--- config.mk ---
export PLATFORM = sky130hd
export DESIGN_NAME = ipmi_rst_seq_flat
export DESIGN_NICKNAME = d
export VERILOG_FILES = /design/src/rtl/ipmi_rst_seq_if.sv /design/src/rtl/ipmi_rst_seq.sv /design/src/flat_wrapper.sv
export SDC_FILE = /design/constraint.sdc
export NUM_CORES = 1
export LEC_CHECK = 0
export BUFFER_PORTS_ARGS = -buffer_cell sky130_fd_sc_hd__buf_2
export CELL_PAD_IN_SITES_DETAIL_PLACEMENT = 1
export CELL_PAD_IN_SITES_GLOBAL_PLACEMENT = 1
export CORE_UTILIZATION = 44
export DETAILED_ROUTE_END_ITERATION = 10
export GPL_TIMING_DRIVEN = 1
export PLACE_DENSITY = 0.76
export SYNTH_ARGS = -nofsm -noshare
export SYNTH_HDL_FRONTEND = slang
export SYNTH_SLANG_ARGS = --single-unit
export TNS_END_PERCENT = 20
--- constraint.sdc ---
create_clock -name i_clk_32k -period 2.6 [get_ports i_clk_32k]
set_input_delay 0.26 -clock i_clk_32k [delete_from_list [all_inputs] [get_ports i_clk_32k]]
set_output_delay 0.26 -clock i_clk_32k [all_outputs]
set_load 0.05 [all_outputs]
--- src/rtl/ipmi_rst_seq_if.sv ---
// Signal bundle between the IPMI button filter / BMC and the reset sequencer.
// The sequencer connects through the slave modport; the stimulus side uses master.
interface ipmi_rst_seq_if;
  logic       ipmi_btn_press;
  logic       bmc_ready;
  logic       bmc_rst_n;
  logic       busy;
  logic       rst_done;
  logic       rst_timeout;
  logic [7:0] rst_cnt;

  modport master (
    output ipmi_btn_press,
    output bmc_ready,
    input  bmc_rst_n,
    input  busy,
    input  rst_done,
    input  rst_timeout,
    input  rst_cnt
  );

  modport slave (
    input  ipmi_btn_press,
    input  bmc_ready,
    output bmc_rst_n,
    output busy,
    output rst_done,
    output rst_timeout,
    output rst_cnt
  );
endinterface

--- src/rtl/ipmi_rst_seq.sv ---
// Turns each new filtered IPMI press into one timed BMC reset, waits for ready, then locks out.
// Define IPMI_RST_CNT_EN to build the saturating reset-event counter on rst_cnt.
module ipmi_rst_seq #(
  parameter int RST_LOW_CYC    = 3277,
  parameter int READY_WAIT_CYC = 16384,
  parameter int LOCKOUT_CYC    = 32768
) (
  input  logic          i_clk_32k,
  input  logic          i_rst_n,
  ipmi_rst_seq_if.slave bus
);

  typedef enum logic [1:0] {
    S_IDLE     = 2'd0,
    S_ASSERT   = 2'd1,
    S_WAIT_RDY = 2'd2,
    S_LOCKOUT  = 2'd3
  } state_t;

  localparam logic [15:0] RST_LAST  = 16'(RST_LOW_CYC - 1);
  localparam logic [15:0] WAIT_LAST = 16'(READY_WAIT_CYC - 1);
  localparam logic [15:0] LOCK_LAST = 16'(LOCKOUT_CYC - 1);

  state_t      state_reg, state_next;
  logic [15:0] cnt_reg, cnt_next;
  logic        press_prev_reg;
  logic        rdy_meta_reg, rdy_s_reg;
  logic        bmc_rst_n_reg, busy_reg, rst_done_reg, rst_timeout_reg;
  logic        done_next, timeout_next;
  logic        press_rise;

  assign press_rise = bus.ipmi_btn_press & ~press_prev_reg;

  // Outputs are registered from next-state so they change on the same edge as the state.
  always_ff @(posedge i_clk_32k or negedge i_rst_n) begin
    if (!i_rst_n) begin
      state_reg       <= S_IDLE;
      cnt_reg         <= '0;
      press_prev_reg  <= 1'b0;
      rdy_meta_reg    <= 1'b0;
      rdy_s_reg       <= 1'b0;
      bmc_rst_n_reg   <= 1'b1;
      busy_reg        <= 1'b0;
      rst_done_reg    <= 1'b0;
      rst_timeout_reg <= 1'b0;
    end else begin
      state_reg       <= state_next;
      cnt_reg         <= cnt_next;
      press_prev_reg  <= bus.ipmi_btn_press;
      rdy_meta_reg    <= bus.bmc_ready;
      rdy_s_reg       <= rdy_meta_reg;
      bmc_rst_n_reg   <= (state_next != S_ASSERT);
      busy_reg        <= (state_next != S_IDLE);
      rst_done_reg    <= done_next;
      rst_timeout_reg <= timeout_next;
    end
  end

  always_comb begin
    state_next   = state_reg;
    done_next    = 1'b0;
    timeout_next = 1'b0;
    case (state_reg)
      S_IDLE: begin
        if (press_rise) state_next = S_ASSERT;
      end
      S_ASSERT: begin
        if (cnt_reg == RST_LAST) state_next = S_WAIT_RDY;
      end
      S_WAIT_RDY: begin
        // Ready has priority over expiry in the same cycle.
        if (rdy_s_reg) begin
          done_next  = 1'b1;
          state_next = S_LOCKOUT;
        end else if (cnt_reg == WAIT_LAST) begin
          timeout_next = 1'b1;
          state_next   = S_LOCKOUT;
        end
      end
      S_LOCKOUT: begin
        if ((cnt_reg >= LOCK_LAST) && !bus.ipmi_btn_press) state_next = S_IDLE;
      end
      default: state_next = S_IDLE;
    endcase
  end

  // Cleared on every state change, saturating count while sequencing.
  always_comb begin
    cnt_next = cnt_reg;
    if (state_next != state_reg) begin
      cnt_next = '0;
    end else if ((state_reg != S_IDLE) && (cnt_reg != 16'hFFFF)) begin
      cnt_next = cnt_reg + 16'd1;
    end
  end

  assign bus.bmc_rst_n   = bmc_rst_n_reg;
  assign bus.busy        = busy_reg;
  assign bus.rst_done    = rst_done_reg;
  assign bus.rst_timeout = rst_timeout_reg;

`ifdef IPMI_RST_CNT_EN
  logic [7:0] rst_cnt_reg;

  always_ff @(posedge i_clk_32k or negedge i_rst_n) begin
    if (!i_rst_n) begin
      rst_cnt_reg <= '0;
    end else if ((state_reg == S_IDLE) && (state_next == S_ASSERT) && (rst_cnt_reg != 8'hFF)) begin
      rst_cnt_reg <= rst_cnt_reg + 8'd1;
    end
  end

  assign bus.rst_cnt = rst_cnt_reg;
`else
  assign bus.rst_cnt = 8'h00;
`endif

endmodule
--- src/flat_wrapper.sv ---
// flat-port wrapper written by rule: the top's interface ports become plain ports
module ipmi_rst_seq_flat 
#(
  parameter int RST_LOW_CYC    = 3277,
  parameter int READY_WAIT_CYC = 16384,
  parameter int LOCKOUT_CYC    = 32768
)
  (i_clk_32k, i_rst_n, bus_ipmi_btn_press, bus_bmc_ready, bus_bmc_rst_n, bus_busy, bus_rst_done, bus_rst_timeout, bus_rst_cnt);
  ipmi_rst_seq_if bus_i ();
  input  logic i_clk_32k;
  input  logic i_rst_n;
  input wire logic [$bits(bus_i.ipmi_btn_press)-1:0] bus_ipmi_btn_press;
  input wire logic [$bits(bus_i.bmc_ready)-1:0] bus_bmc_ready;
  output wire logic [$bits(bus_i.bmc_rst_n)-1:0] bus_bmc_rst_n;
  output wire logic [$bits(bus_i.busy)-1:0] bus_busy;
  output wire logic [$bits(bus_i.rst_done)-1:0] bus_rst_done;
  output wire logic [$bits(bus_i.rst_timeout)-1:0] bus_rst_timeout;
  output wire logic [$bits(bus_i.rst_cnt)-1:0] bus_rst_cnt;
  assign bus_i.ipmi_btn_press = bus_ipmi_btn_press;
  assign bus_i.bmc_ready = bus_bmc_ready;
  assign bus_bmc_rst_n = bus_i.bmc_rst_n;
  assign bus_busy = bus_i.busy;
  assign bus_rst_done = bus_i.rst_done;
  assign bus_rst_timeout = bus_i.rst_timeout;
  assign bus_rst_cnt = bus_i.rst_cnt;
  ipmi_rst_seq #(.RST_LOW_CYC(RST_LOW_CYC), .READY_WAIT_CYC(READY_WAIT_CYC), .LOCKOUT_CYC(LOCKOUT_CYC)) u_core (.i_clk_32k(i_clk_32k), .i_rst_n(i_rst_n), .bus(bus_i));
endmodule
==> metrics.md <==
| Metric | Value |
|---|---|
| Synthesized-area fraction occupied by adder cells | 1.797% |
| Syn_area_per_cell | 9.947 um2 |
| Slew Limit Fails | 0 |
| PwrDens | 410.8 mW/mm2 |
| DR vias | 1052 |
| CTS buffer count | 3 |
| Die width | 58.26 um |
| Slew @ Worst Pin | 0.6185 ns |
| Iteration count of the initial detailed-routing pass | 3 |
| Hold Path Origin | bus_ipmi_btn_press |
| Net switching power | 161.0 uW |
| CTS Root Cell | clkbuf_4 |
| Top FF cell, synth | dfrtp_1 |
| Core Region | 0.003028 mm2 |
| Antenna violations before repair | 0 |
| Startpoint class of the critical path | register |
| First-pass GRT wire length | 5188 um |
| Setup Skew | 0.003941 ns |
| CP endpoint kind | register |
| Max rail drop VDD | 0.2505 mV |
| Worst Path Required | 2.82 ns |
| Reg2reg start | u_core.cnt_reg[0] |
| Sequential group share of total power | 63.8% |
| Most frequent cells in the layout | 24 x dfrtp_1, 22 x nor2_1, 12 x xnor2_1 |
| Vias/cell | 5.367 |
| Io pins | 16 |
| Multiplexer share of the synthesized area | 0% |
| Yosys top cell area share | 43.13% |
| Largest register FFs | 16 |
| Routability cong. | 0.7549 |
| Setup Total Neg Slack | 0 ns |
| Cell Area, Synth | 0.001393 mm2 |
| Clock share of power | 30.1% |
| Iteration-0 DRC count of the detailed router | 7 |
| Setup-failing EPs final | 0 |
| Reg2Reg Setup Slack | 0.35 ns |
| CP max stage delay | 0.54 ns |
| Xor and xnor area share after synthesis | 9.434% |
| Main combinational cell family by area after synthesis | simple AND/OR/NAND/NOR gates |
| Die height | 58.26 um |
| Detailed-route DRC error count | 0 |
| Ranking of synthesized cells by area | dfrtp_1 43%, xnor2_1 7.5%, nor2_1 5.9% |
| Post-detail-place hpwl | 2118 um |
| Initial core utilization | 45.99% |
| TritonCTS clock tree | built |
| Post-synth EDFFs | 0 |
| Synth Area in Simple Gates | 30.19% |
| Tmin final | 2.253 ns |
| Critical-path top delay cell | nor4_1 |
| Synthesis-to-finish area growth | 7.547% |
| Cell Rows | 20 |
| Number of global-route vias before repair | 1093 |
| Clock latency on the worst-skew pair | 0.33 ns |
| Length in cells of the worst reg-to-reg path | 6 |
| Largest net degree at the start of global routing | 26 |
| Worst Setup SP | u_core.cnt_reg[0] |
| Die area | 0.003394 mm2 |
| Total power | 615.3 uW |
| Routed Antenna Nets | 0 |
| Final hold vios | 0 |
| Fin util | 49.46% |
| Antenna fix cells | 0 |
| Wire length per cell | 14.68 um |
| Int Pwr | 454.2 uW |
| Net Sw Frac | 26.17% |
| Total clock sinks | 25 |
| Setup CP Type | register to register |
| Period utilization | 86.64% |
| Fraction of layout cells with a size suffix above 1 | 16.45% |
| Post-CTS Setup Bufs | 0 |
| H-tree depth | 1 |
| Status | finished clean |
| Post-CTS resize count | 0 |
| Slew HR | 58.61% |
| Synth unique cells | 44 |
| Pleak | 0.6537 nW |
| Async SR Flop Fraction | 100.0% |
| Synth warn | 0 |
| Post-synthesis compound-gate area fraction | 6.199% |
| Storage cell area | 626.9 um2 |
| Max clock buf depth | 2 |
| GR Util All Layers | 20.14% |
| CP arrival | 2.47 ns |
| RSZ-0062 raised after global routing | no |
| Largest area contributor in the netlist | dfrtp_1 |
| Crit path cell chain | ha_1, nand3_1, nor4_1, nor2_1, o32ai_1, nand2b_1 |
| R2r endpoint | u_core.bus.busy |
| Gate Count Post-Synth | 140 |
| Total congestion overflow | 0 |
| Worst Path Max Fanout | 6 |
| Seq/Total Area, Yosys | 45.01% |
| Synthesis-stage register bit count | 25 |
| WHS | 0.05033 ns |
| Commonest non-fill, non-tap cell in the layout | dfrtp_1 |
| Port Buf Inserts | 7 |
| DRT Wirelength | 2877 um |
| Hold path endpoint | u_core.press_prev_reg |
| Max-Cap Viols | 0 |
| Clk pin slew, worst setup/hold paths | 0.15 ns |
| Nets@finish | 159 |
| Multi-input logic area | 693.2 um2 |
| Worst hold path class | primary input to register |
| Combinational Power Share | 6.1% |
| FILL cells | 370 |
| Hold Path Stages | 1 |
| Max Clk Rate | 443.9 MHz |
per-layer routing:
| metal | global-route usage, % | part of all wire [%] | up-vias |
|---|---|---|---|
| li1 | - | - | 507 |
| met1 | 25.92 | 47 | 526 |
| met2 | 32.84 | 49 | 13 |
| met3 | 3.571 | 1.9 | 6 |
| met4 | 9.524 | 2.4 | 0 |
| met5 | 0 | 0 | - |
kinds of logic (layout without fill, tap and decap cells):
family | after synthesis | count (layout)
and+or+nand+nor | 71 | 71
DFF | 25 | 25
AOI/OAI and AO/OA | 11 | 11
xor gates and xnor gates | 15 | 15
buffers and inverters | 15 | 20
adders and majority gates | 2 | 2
other | 1 | 8
timing repair:
item | CTS | global route
setup endpoints to repair | 0 | 0
endpoints found under the hold margin | 24 | 1
hold buffers | 1 | 1
worst max path at each step:
stage | endpoint | slack [ns] | cells after the start
after floorplan | u_core.bus.busy | 0.55 | 7
after global placement | u_core.cnt_reg[4] | 0.47 | 6
after detailed placement | u_core.bus.busy | 0.38 | 6
after CTS | u_core.bus.busy | 0.35 | 6
after global routing | u_core.bus.busy | 0.14 | 6
final | u_core.bus.busy | 0.35 | 6
power groups by stage:
stage	clock, mW	combinational, mW	sequential [mW]
global route	0.205	0.0410	0.393
floorplan	0	0.0350	0.399
CTS	0.196	0.0374	0.392
global placement	0	0.0354	0.400
detailed placement	0	0.0361	0.400
finish	0.185	0.0377	0.392
worst max-delay path: cells and delay by family, from the launching register on:
kind | cells | cell delay [ns]
AND/OR/NAND/NOR | 4 | 0.96
AO/OA/AOI/OAI | 1 | 0.45
adder cells (fa/ha/maj) | 1 | 0.24
flip-flops | 1 | 0.49
synthesized netlist by cell type, drive strengths merged, types with 2 or more instances:
library cell / instances
a21oi: 3
and3: 2
and4: 2
buf: 9
clkbuf: 2
dfrtp: 24
ha: 2
inv: 4
nand2: 6
nand3: 6
nand4: 4
nand4b: 3
nor2: 22
nor3: 7
nor3b: 2
nor4: 4
o21ai: 4
or2b: 2
or4: 3
or4b: 2
xnor2: 12
xor2: 3
final cells by class:
class	count	share of cell area [%]
timing repair buffer	12	5.180
multi-input combinational	107	46.28
tap	44	3.676
clock inverter	1	0.5013
clock buffer	3	1.504
sequential	25	41.85
inverter	4	1.003
metrics by stage:
stage          cell area [um2]  setup WS (ns)  cells
2_1_floorplan             1419         0.5548    147
5_1_grt                   1498         0.1429    196
6_report                  1498         0.3475    196
3_3_place_gp              1448         0.4726    190
4_1_cts                   1488         0.3473    195
3_5_place_dp              1448         0.3780    190
No activity file was read; power rests on OpenSTA's default activity.
